File: src/rtl/program_fetch_unit.sv
// rtl/program_fetch_unit.sv - instruction store and fetch sequencer with zero-sentinel halt
//
// Ports:
//   clk, rst            clock; asynchronous active-high reset
//   load                capture program_addr_array into the store (ignored in RUN)
//   program_addr_array  flattened program, word i at [(i+1)*WIDTH-1 : i*WIDTH]
//   start               begin fetching at pc 0 (ignored in RUN)
//   jump_en, jump_addr  redirect pc while running
//   instr_ready         consumer accepts instr
//   instr, instr_valid  current word mem[pc] and its qualifier
//   pc                  current fetch address
//   busy, halted        RUN / HALT state flags
//   halt_cause          00 none, 01 zero sentinel, 10 end of memory, 11 bad jump
//   instr_count         accepted transfers since start, saturating
module program_fetch_unit #(
  parameter int WIDTH = 32,
  parameter int DEPTH = 10,
  parameter int AW    = 4
) (
  input  logic                   clk,
  input  logic                   rst,
  input  logic                   load,
  input  logic [WIDTH*DEPTH-1:0] program_addr_array,
  input  logic                   start,
  input  logic                   jump_en,
  input  logic [AW-1:0]          jump_addr,
  input  logic                   instr_ready,
  output logic [WIDTH-1:0]       instr,
  output logic                   instr_valid,
  output logic [AW-1:0]          pc,
  output logic                   busy,
  output logic                   halted,
  output logic [1:0]             halt_cause,
  output logic [15:0]            instr_count
);

  typedef enum logic [1:0] {
    ST_IDLE = 2'd0,
    ST_RUN  = 2'd1,
    ST_HALT = 2'd2
  } state_t;

  localparam logic [1:0] CAUSE_NONE = 2'b00;
  localparam logic [1:0] CAUSE_ZERO = 2'b01;
  localparam logic [1:0] CAUSE_END  = 2'b10;
  localparam logic [1:0] CAUSE_JUMP = 2'b11;

  localparam logic [AW-1:0] LAST_PC = AW'(DEPTH - 1);

  logic [WIDTH-1:0] mem [DEPTH];

  state_t        state, state_n;
  logic [AW-1:0] pc_n;
  logic [1:0]    cause_n;
  logic [15:0]   count_n;
  logic          xfer;
  logic          jump_ok;

  // Store: loads are only accepted outside RUN so a running program never
  // changes underneath the fetch pointer.
  always_ff @(posedge clk or posedge rst) begin
    if (rst) begin
      for (int i = 0; i < DEPTH; i++) mem[i] <= '0;
    end else if (load && state != ST_RUN) begin
      for (int i = 0; i < DEPTH; i++) mem[i] <= program_addr_array[i*WIDTH +: WIDTH];
    end
  end

  always_ff @(posedge clk or posedge rst) begin
    if (rst) begin
      state       <= ST_IDLE;
      pc          <= '0;
      halt_cause  <= CAUSE_NONE;
      instr_count <= '0;
    end else begin
      state       <= state_n;
      pc          <= pc_n;
      halt_cause  <= cause_n;
      instr_count <= count_n;
    end
  end

  assign instr       = mem[pc];
  assign instr_valid = (state == ST_RUN) && (instr != '0);
  assign busy        = (state == ST_RUN);
  assign halted      = (state == ST_HALT);
  assign xfer        = instr_valid && instr_ready;
  assign jump_ok     = 32'(jump_addr) < DEPTH;

  always_comb begin
    state_n = state;
    pc_n    = pc;
    cause_n = halt_cause;
    count_n = instr_count;

    unique case (state)
      ST_IDLE, ST_HALT: begin
        if (start) begin
          state_n = ST_RUN;
          pc_n    = '0;
          cause_n = CAUSE_NONE;
          count_n = '0;
        end
      end

      ST_RUN: begin
        if (instr == '0) begin
          // Zero word is the end-of-program marker: stop on it, nothing counted.
          state_n = ST_HALT;
          cause_n = CAUSE_ZERO;
        end else begin
          if (xfer && instr_count != 16'hFFFF) count_n = instr_count + 16'd1;

          // A jump redirects even without a transfer and overrides both
          // the increment and the end-of-memory stop.
          if (jump_en) begin
            if (jump_ok) begin
              pc_n = jump_addr;
            end else begin
              state_n = ST_HALT;
              cause_n = CAUSE_JUMP;
            end
          end else if (xfer) begin
            if (pc == LAST_PC) begin
              state_n = ST_HALT;
              cause_n = CAUSE_END;
            end else begin
              pc_n = pc + AW'(1);
            end
          end
        end
      end

      default: begin
        state_n = ST_IDLE;
        pc_n    = '0;
        cause_n = CAUSE_NONE;
        count_n = '0;
      end
    endcase
  end

endmodule

File: config.mk
export PLATFORM = sky130hd
export DESIGN_NAME = program_fetch_unit
export DESIGN_NICKNAME = d
export VERILOG_FILES = /design/src/rtl/program_fetch_unit.sv
export SDC_FILE = /design/constraint.sdc
export NUM_CORES = 1
export LEC_CHECK = 0
export ABC_AREA = 1
export ABC_CLOCK_PERIOD_IN_PS = 19400
export CORE_AREA = 3 3 224 226
export CTS_CLUSTER_SIZE = 40
export DETAILED_ROUTE_END_ITERATION = 8
export DIE_AREA = 0 0 227 229
export GPL_TIMING_DRIVEN = 0
export SYNTH_ARGS = -nofsm -noshare
export SYNTH_HDL_FRONTEND = slang
export SYNTH_SLANG_ARGS = --single-unit
File: constraint.sdc
create_clock -name clk -period 19.4 [get_ports clk]
set_input_delay 3.88 -clock clk [delete_from_list [all_inputs] [get_ports clk]]
set_output_delay 3.88 -clock clk [all_outputs]
set_load 0.01 [all_outputs]
* Yosys cells after proc, flatten, opt, wreduce, memory -nomap -nowiden
Index checks and enable logic that the tools add are counted.
** Word-level totals
- RAM bits :: 0
- Output and inout port bits :: 57
- Logic and storage cells :: 70
- Input bits :: 330
- Latch bits :: 0
- Register bits :: 344
- Memory bits (read-only) :: 0
- Memories kept :: 0
** Cells by class
- Reductions and logical operators :: 11
- Magnitude comparators :: 2
- Equality and inequality tests :: 14
- Add/sub/neg operators :: 2
- Divide/modulo/power cells :: 0
- Mux-type cells :: 26
- Shift-type cells :: 0
- Bitwise logic cells :: 1
- Multipliers :: 0
** Operator list (count)
- 32-bit binary-select mux with 4-bit select :: 1
- 32-bit 2-to-1 mux :: 2
- 16-bit 2-to-1 mux :: 3
- 32-bit logical NOT :: 1
- 16-bit one-hot mux with 2 select lines :: 1
- 32-bit nonzero test :: 1
- 4-bit 2-to-1 mux :: 6
- 2-bit 2-to-1 mux :: 10
- 16-bit by 1-bit adder with 16-bit output (second input constant) :: 1
- 16-bit != test (second input constant) :: 1
- 4-bit by 2-bit != test with 1-bit output (second input constant) :: 2
- 2-bit one-hot mux with 2 select lines :: 2
- 4-bit one-hot mux with 2 select lines :: 1
- 3-bit by 2-bit != test with 1-bit output (second input constant) :: 2
- 5-bit >= comparator (second input constant) :: 1
- 4-bit inverter with 5-bit output :: 1
- 5-bit AND reduction :: 1
- 4-bit by 1-bit adder with 4-bit output (second input constant) :: 1
- 4-bit equality test (second input constant) :: 1
- 1-bit logical AND :: 4
- 4-bit less-than comparator (second input constant) :: 1
- 2-bit by 1-bit != test with 1-bit output (second input constant) :: 2
- 2-bit != test (second input constant) :: 2
- 4-bit by 3-bit != test with 1-bit output (second input constant) :: 1
- 7 further kinds :: 7

* Depth between registers and ports, before layout
Gate-level depths: netlist (run 1).
- Depth in word-level cells :: 11
- Mapped depth :: 21
- Mapped depth without buffers :: 19

* Worst setup path before layout (run 1)
No wires, ideal clock.
- Kind :: flip-flop to output port
- From :: register pc[0]
- To :: output instr_valid
- Data required time :: 15520 ps
- Path slack :: 13685 ps
- Cell stages (with the launch flop) :: 16
- Arrival :: 1835 ps
- Cells stage by stage :: dfrtp_1 > buf_6 > buf_6 > buf_6 > o211ai_1 > nand3_1 > nand3_1 > nand2_1 > inv_2 > nand2_1 > nor2_1 > nand2_1 > nor2_1 > nand2_2 > nand2_1 > inv_1
** Between the ends
- Cells in the longest elaborated chain, start to end :: 6
** RTL lines
- start, declared :: line 30 : output logic [AW-1:0] pc,
- start signal, assigned :: line 77 : pc <= pc_n;
- 4-bit inverter with 5-bit output (not written as such) :: line 83 : assign instr = mem[pc];
- 32-bit binary-select mux with 4-bit select :: line 83
- 32-bit 2-to-1 mux (not written as such) (2 in series) :: line 83
- named net instr[23] :: line 28 : output logic [WIDTH-1:0] instr,
- 32-bit nonzero test :: line 84 : assign instr_valid = (state == ST_RUN) && (instr != '0);
- 1-bit logical AND :: line 84
- end, declared :: line 29 : output logic instr_valid,
The timed path passes the listed nets, and every way through them passes these cells. The select of a mux whose other input is x is not followed.

* Worst setup path in the final report (run 1)
- From :: register pc[0]
- To :: output instr_valid
** Between the ends
- Cells in the longest elaborated chain, start to end :: 6
** RTL lines (line)
- 4-bit inverter with 5-bit output (not written as such) :: 83
- 32-bit binary-select mux with 4-bit select :: 83
- 32-bit 2-to-1 mux (not written as such) (2 in series) :: 83
- 32-bit nonzero test :: 84
- 1-bit logical AND :: 84
No other way between the ends. The select of a mux whose other input is x is not followed.

==> impl_metrics.env, run 1 <==
export IMPL_io_pin_count=387
export IMPL_async_reset_ff_frac=1.000
export IMPL_via_per_inst=5.153
export IMPL_cts_tree="yes"
export IMPL_power_density_nw_per_um2=172.2
export IMPL_placed_area_um2=21590
export IMPL_cts_hold_fix_buffers=0
export IMPL_p_total_mw=3.939
export IMPL_grt_ovfl_total=0
export IMPL_syn_to_final_growth_pct=35.65
export IMPL_core_area_um2=48550
export IMPL_clk_pin_slew_worst_paths_ns=0.06
export IMPL_avgSynthCellArea_um2=8.206
export IMPL_first_iter_violations=1832
export IMPL_grt_max_degree=107
export IMPL_worst_slew_pin_slew_ns=0.8976
export IMPL_place_hpwl_mm=56.77
export IMPL_critPathKind="flop to output port"
export IMPL_grt_pass1_vias=16170
export IMPL_hold_path_end="mem[277]"
export IMPL_clk_latency_ns=0.58
export IMPL_antenna_found_initial=9
export IMPL_nets=2819
export IMPL_synth_area_um2=16860
export IMPL_grt_pass1_wl_mm=105.1
export IMPL_drt_wl_total_mm=73.48
export IMPL_start_util=0.3474
export IMPL_dieHeight_um=229
export IMPL_cts_sinks=344
export IMPL_p_leak_nw=10.68
export IMPL_finalCriticalPeriod_ns=7.889
export IMPL_ir_drop_uv=110.7
export IMPL_dr_pass1_iters=6
export IMPL_timing_rr_end="pc[0]"
export IMPL_clockBufferDepth=3
export IMPL_cts_buffers=40
export IMPL_htreeDepth=2
export IMPL_dieArea_um2=51980
export IMPL_syn_num_nets=2388
export IMPL_worstPathArrival_ns=4.01
export IMPL_critPathLaunchType="flop"
export IMPL_fmax_mhz=126.8
export IMPL_yosysSeqAreaShare=0.5105
export IMPL_synth_distinct_cells=32
export IMPL_hold_depth=1
export IMPL_cp_end_kind="output port"
export IMPL_finalInstanceArea_um2=22870
export IMPL_synth_edff_count=0
export IMPL_hold_path_class="flop to flop"
export IMPL_maxSlewViolCount=0
export IMPL_dr_total_vias=16190
export IMPL_preCtsSetupSlack_ns=12.13
export IMPL_relSlewSlack=0.4016
export IMPL_rsz0062_at_grt="no"
export IMPL_fin_setup_tns_ns=0
export IMPL_finalHoldViolations=0
export IMPL_num_rows=81
export IMPL_r2r_slack_ns=15.90
export IMPL_clk_root_buffer_cell="clkbuf_16"
export IMPL_required_ns=15.52
export IMPL_drc_errors=0
export IMPL_ys_flop_type="dfrtp_1"
export IMPL_yosys_warnings=0
export IMPL_min_period_over_period=0.4067
export IMPL_numPortBuffers=386
export IMPL_setup_violations=0
export IMPL_maxCapViolations=0
export IMPL_wl_per_cell_um=23.39
export IMPL_r2r_start="pc[0]"
export IMPL_cts_resized=0
export IMPL_crit_fanout=10
export IMPL_track_usage=0.2769
export IMPL_drive_gt1_frac=0.1026
export IMPL_fin_skew_ns=0.02715
export IMPL_rr_worst_depth=18
export IMPL_post_cts_buffers=0
export IMPL_fin_ws_ns=11.51
export IMPL_die_width_um=227
export IMPL_hp_start="mem[277]"
export IMPL_status="completed"
export IMPL_ys_ff_latch=344
export IMPL_drtAntennaViolNets=0
export IMPL_place_congestion=0.9297
export IMPL_syn_instance_count=2055
## registers in the layout, summed over array words and instances (netlist names)
signal	flops
halt_cause	2
instr_count	16
mem	320
pc	4
state	2
## synth_stat cells (2+ instances only)
cell | n | area (um2)
a21oi_1 | 205 | 1026
o21ai_0 | 60 | 300.3
o21ai_1 | 2 | 10.01
nand2_4 | 2 | 22.52
nand3_1 | 189 | 945.9
dfrtp_1 | 344 | 8608
nor2_1 | 327 | 1227
nand2_1 | 393 | 1475
nor3_2 | 2 | 20.02
ha_1 | 3 | 37.54
o21bai_1 | 3 | 22.52
buf_2 | 36 | 180.2
nor3_1 | 7 | 35.03
buf_1 | 16 | 60.06
buf_6 | 9 | 101.4
o211ai_1 | 8 | 60.06
buf_4 | 9 | 67.56
xor2_1 | 2 | 17.52
nand4_1 | 8 | 50.05
clkbuf_1 | 54 | 202.7
clkinv_1 | 2 | 7.510
inv_2 | 7 | 26.28
xnor2_1 | 3 | 26.28
mux2_2 | 125 | 1408
inv_1 | 232 | 870.8
## area by class of cell
cell class                      instances  area (um2)
Fill cell                            4790       25670
Sequential cell                       344        8608
Multi-Input combinational cell       1345        6731
Timing Repair Buffer                  389        3946
Clock buffer                           58        1159
Inverter                              242       918.4
Tap cell                              622       778.2
Buffer                                124       611.8
Clock inverter                         12       105.1
Antenna cell                            6       15.01
## kinds of logic (layout without fill, tap and decap cells)
logic type	count (synthesis)	in the layout	share of synthesized area
xor+xnor	5	5	0.002597
other cells	0	6	0
mux	125	125	0.08348
fa+ha+maj	3	3	0.002226
simple gates	932	932	0.2258
buf+inv	366	825	0.09030
compound gates	280	280	0.08511
flops	344	344	0.5105
## worst max-delay path by stage
stage | to | slack [ns] | startpoint
finish | instr_valid | 11.51 | pc[0]
global route | instr_valid | 11.37 | pc[0]
CTS | instr_valid | 11.53 | pc[0]
detailed placement | instr_valid | 12.13 | pc[0]
global placement | mem[21] | 1.31 | rst
floorplan | halt_cause[0] | 5.98 | rst
## per-layer routing
layer	track usage	part of all wire
met1	0.3804	0.43
met2	0.4330	0.45
met3	0.04883	0.079
met4	0.1137	0.040
met5	0	0.00042
## where the power goes
part / internal (mW) / switching, mW
Sequential: 1.05 / 0.131
Clock: 0.428 / 0.316
Combinational: 0.720 / 1.29
## cell usage in the layout (no fill, tap or decap), drive strengths merged
cell type / count
a21oi: 205
clkinv: 10
diode: 6
clkbuf: 112
ha: 3
o21ai: 62
mux2: 125
buf: 73
o211ai: 8
bufinv: 1
xnor2: 3
and3: 1
a22oi: 1
clkinvlp: 2
clkdlybuf4s50: 386
dfrtp: 344
xor2: 2
nor4: 1
nand4: 9
nand2: 396
a22o: 1
inv: 241
nand3: 189
nor3: 9
o21bai: 3
nor2: 327
## critical path, stage by stage (launching register included)
cell and delay [ns]:
dfrtp_1 0.42, buf_6 0.18, inv_4 0.14, clkbuf_1 0.56, o21ai_0 0.31, nand3_1 0.18
nand3_1 0.16, nand2_1 0.21, inv_1 0.06, nand2_1 0.06, nor2_1 0.04, nand2_1 0.08
nor2_1 0.06, nand2_2 0.19, nand2_1 0.08, inv_1 0.14, clkdlybuf4s50_1 0.55
## through the flow
step | cells | utilization | hold slack (ns)
detailed placement | 3066 | 0.4448 | 0.4882
floorplan | 2055 | - | 0.4575
global route | 3141 | 0.4711 | 0.5079
global placement | 3063 | 0.4430 | 0.4807
CTS | 3136 | 0.4709 | 0.5012
finish | 3142 | 0.4712 | 0.4995
No activity file was read; power rests on OpenSTA's default activity.
==> inputs of run 2 (changes only) <==
--- a/config.mk
+++ b/config.mk
@@ -6,7 +6,7 @@
 export NUM_CORES = 1
 export LEC_CHECK = 0
 export ABC_AREA = 1
-export ABC_CLOCK_PERIOD_IN_PS = 19400
+export ABC_CLOCK_PERIOD_IN_PS = 8029
 export CORE_AREA = 3 3 224 226
 export CTS_CLUSTER_SIZE = 40
 export DETAILED_ROUTE_END_ITERATION = 8
==> constraint.sdc (replaced) <==
create_clock -name clk -period 8.03 [get_ports clk]
set_input_delay 1.606 -clock clk [delete_from_list [all_inputs] [get_ports clk]]
set_output_delay 1.606 -clock clk [all_outputs]
set_load 0.01 [all_outputs]
==> run 2 against run 1 <==
Compared with the run above:
- clock skew grew 0.0036 ns
- register-to-register slack lost 12 ns
- combinational power grew 140%
- critical path depth is the same
- worst hold slack gained 0.0020 ns
==> impl_metrics.env, run 2 (synthesized netlist as in run 1, its figures left out) <==
export IMPL_switching_power_mw=4.165
export IMPL_numPortBuffers=386
export IMPL_p_leak_nw=10.77
export IMPL_crit_fanout=10
export IMPL_internal_power_mw=5.435
export IMPL_start_util=0.3474
export IMPL_core_area_um2=48550
export IMPL_wl_met2_mm=33.46
export IMPL_clk_pin_slew_worst_paths_ns=0.06
export IMPL_wl_met1_mm=30.85
export IMPL_fmax_mhz=174.3
export IMPL_grt_max_degree=43
export IMPL_hold_slack_ns=0.5014
export IMPL_clockBufferDepth=3
export IMPL_first_iter_violations=1510
export IMPL_cts_tree="yes"
export IMPL_wl_met3_mm=6.406
export IMPL_nFillCells=4723
export IMPL_ir_drop_uv=321.0
export IMPL_fin_setup_tns_ns=0
export IMPL_critPathLaunchType="flop"
export IMPL_post_cts_buffers=0
export IMPL_top_register="mem"
export IMPL_place_congestion=0.9084
export IMPL_maxSlewViolCount=0
export IMPL_r2r_start="pc[0]"
export IMPL_finalCriticalPeriod_ns=5.736
export IMPL_io_pin_count=387
export IMPL_dr_total_vias=16100
export IMPL_setup_violations=0
export IMPL_largest_reg_flops=320
export IMPL_p_total_mw=9.600
export IMPL_rsz0062_at_grt="no"
export IMPL_layout_common_cells="nand2_1, clkdlybuf4s50_1, dfrtp_1"
export IMPL_antenna_found_initial=7
export IMPL_cts_hold_fix_buffers=0
export IMPL_cts_sinks=344
export IMPL_fin_skew_ns=0.03080
export IMPL_maxCapViolations=0
export IMPL_track_usage=0.2764
export IMPL_p_seq_frac=0.298
export IMPL_hold_path_class="flop to flop"
export IMPL_cts_buffers=40
export IMPL_relSlewSlack=0.4091
export IMPL_cp_end_kind="output port"
export IMPL_grt_ovfl_total=0
export IMPL_die_width_um=227
export IMPL_cts_resized=0
export IMPL_switching_share=0.4339
export IMPL_dieHeight_um=229
export IMPL_finalHoldViolations=0
export IMPL_wl_per_cell_um=23.22
export IMPL_clk_latency_ns=0.58
export IMPL_required_ns=6.42
export IMPL_clk_root_buffer_cell="clkbuf_16"
export IMPL_htreeDepth=2
export IMPL_cp_startpoint="pc[0]"
export IMPL_drt_wl_total_mm=73.19
export IMPL_dieArea_um2=51980
export IMPL_via_per_inst=5.108
export IMPL_min_period_over_period=0.7144
export IMPL_worst_slew_pin_slew_ns=0.8863
export IMPL_final_cells=3152
export IMPL_place_hpwl_mm=56.94
export IMPL_num_rows=81
export IMPL_dpl_cell_count=3072
export IMPL_clkPwrFrac=0.199
export IMPL_grt_pass1_vias=15860
export IMPL_grt_pass1_wl_mm=104.3
export IMPL_drtAntennaViolNets=0
export IMPL_status="completed"
export IMPL_preCtsSetupSlack_ns=2.998
export IMPL_p_comb_frac=0.503
export IMPL_syn_to_final_growth_pct=36.77
export IMPL_dr_pass1_iters=5
export IMPL_hp_start="instr_count[12]"
export IMPL_nets=2825
export IMPL_critPathKind="flop to output port"
export IMPL_drive_gt1_frac=0.1050
export IMPL_fin_ws_ns=2.294
export IMPL_power_density_nw_per_um2=416.3
export IMPL_top_layer_used="met4"
export IMPL_final_common_cell="nand2_1"
export IMPL_top_regs="mem (320), instr_count (16), pc (4)"
export IMPL_worstPathArrival_ns=4.13
export IMPL_drc_errors=0
## run 2: changes by cell type in the layout (fill, tap and decap cells not counted)
cell       before  now
buf_12          0    9
buf_16          3    0
bufinv_16       1    4
clkbuf_1       63   65
clkbuf_16      40   41
clkbuf_8        9    8
clkinv_2        7    5
clkinv_4        0    1
clkinv_8        1    0
diode_2         6    7
inv_6           1    2
inv_8           1    0
## run 2: power groups by stage
stage | sequential [mW] | combinational (mW) | clock [mW]
finish | 2.86 | 4.83 | 1.91
global route | 2.94 | 5.21 | 2.01
CTS | 2.86 | 4.77 | 1.94
detailed placement | 2.89 | 4.74 | 0
global placement | 2.87 | 4.69 | 0
floorplan | 2.80 | 2.65 | 0
## run 2: path summary, 6_finish.rpt
path	to	slack [ns]	cells after the start
max in group asynchronous	mem[20]	5.41	5
max reg2reg	pc[2]	4.35	18
max	instr_valid	2.29	16
min reg2reg	instr_count[12]	0.50	2
min in group asynchronous	mem[122]	1.47	2
min	instr_count[12]	0.50	2
## run 2: area by class of cell
class                      instances  area [um2]  share of cell area
inverter                         242       914.6             0.03966
buffer                           124       611.8             0.02653
timing repair buffer             395        4044              0.1753
multi-input combinational       1345        6731              0.2919
clock inverter                    13       178.9            0.007758
tap                              622       778.2             0.03375
clock buffer                      60        1177             0.05105
antenna                            7       17.52           0.0007595
sequential                       344        8608              0.3733
## run 2: per-layer routing
layer	track usage	up-vias
met3	0.06345	114
li1	-	7418
met4	0.09531	0
met2	0.4350	735
met1	0.3754	7832
met5	0	-
## run 2: metrics by stage
| stage | util | cell area [um2] |
|---|---|---|
| detailed placement | 0.4468 | 21690 |
| global route | 0.4750 | 23060 |
| floorplan | - | 16870 |
| finish | 0.4751 | 23060 |
| global placement | 0.4431 | 21510 |
| CTS | 0.4747 | 23040 |
## run 2: critical path, stage by stage (launching register included)
cell and delay (ns):
dfrtp_1 0.43, buf_6 0.19, inv_4 0.14, clkbuf_1 0.56
o21ai_0 0.37, nand3_1 0.19, nand3_1 0.22, nand2_1 0.21
inv_1 0.07, nand2_1 0.06, nor2_1 0.04, nand2_1 0.08
nor2_1 0.05, nand2_2 0.18, nand2_1 0.08, inv_1 0.11
clkdlybuf4s50_1 0.56
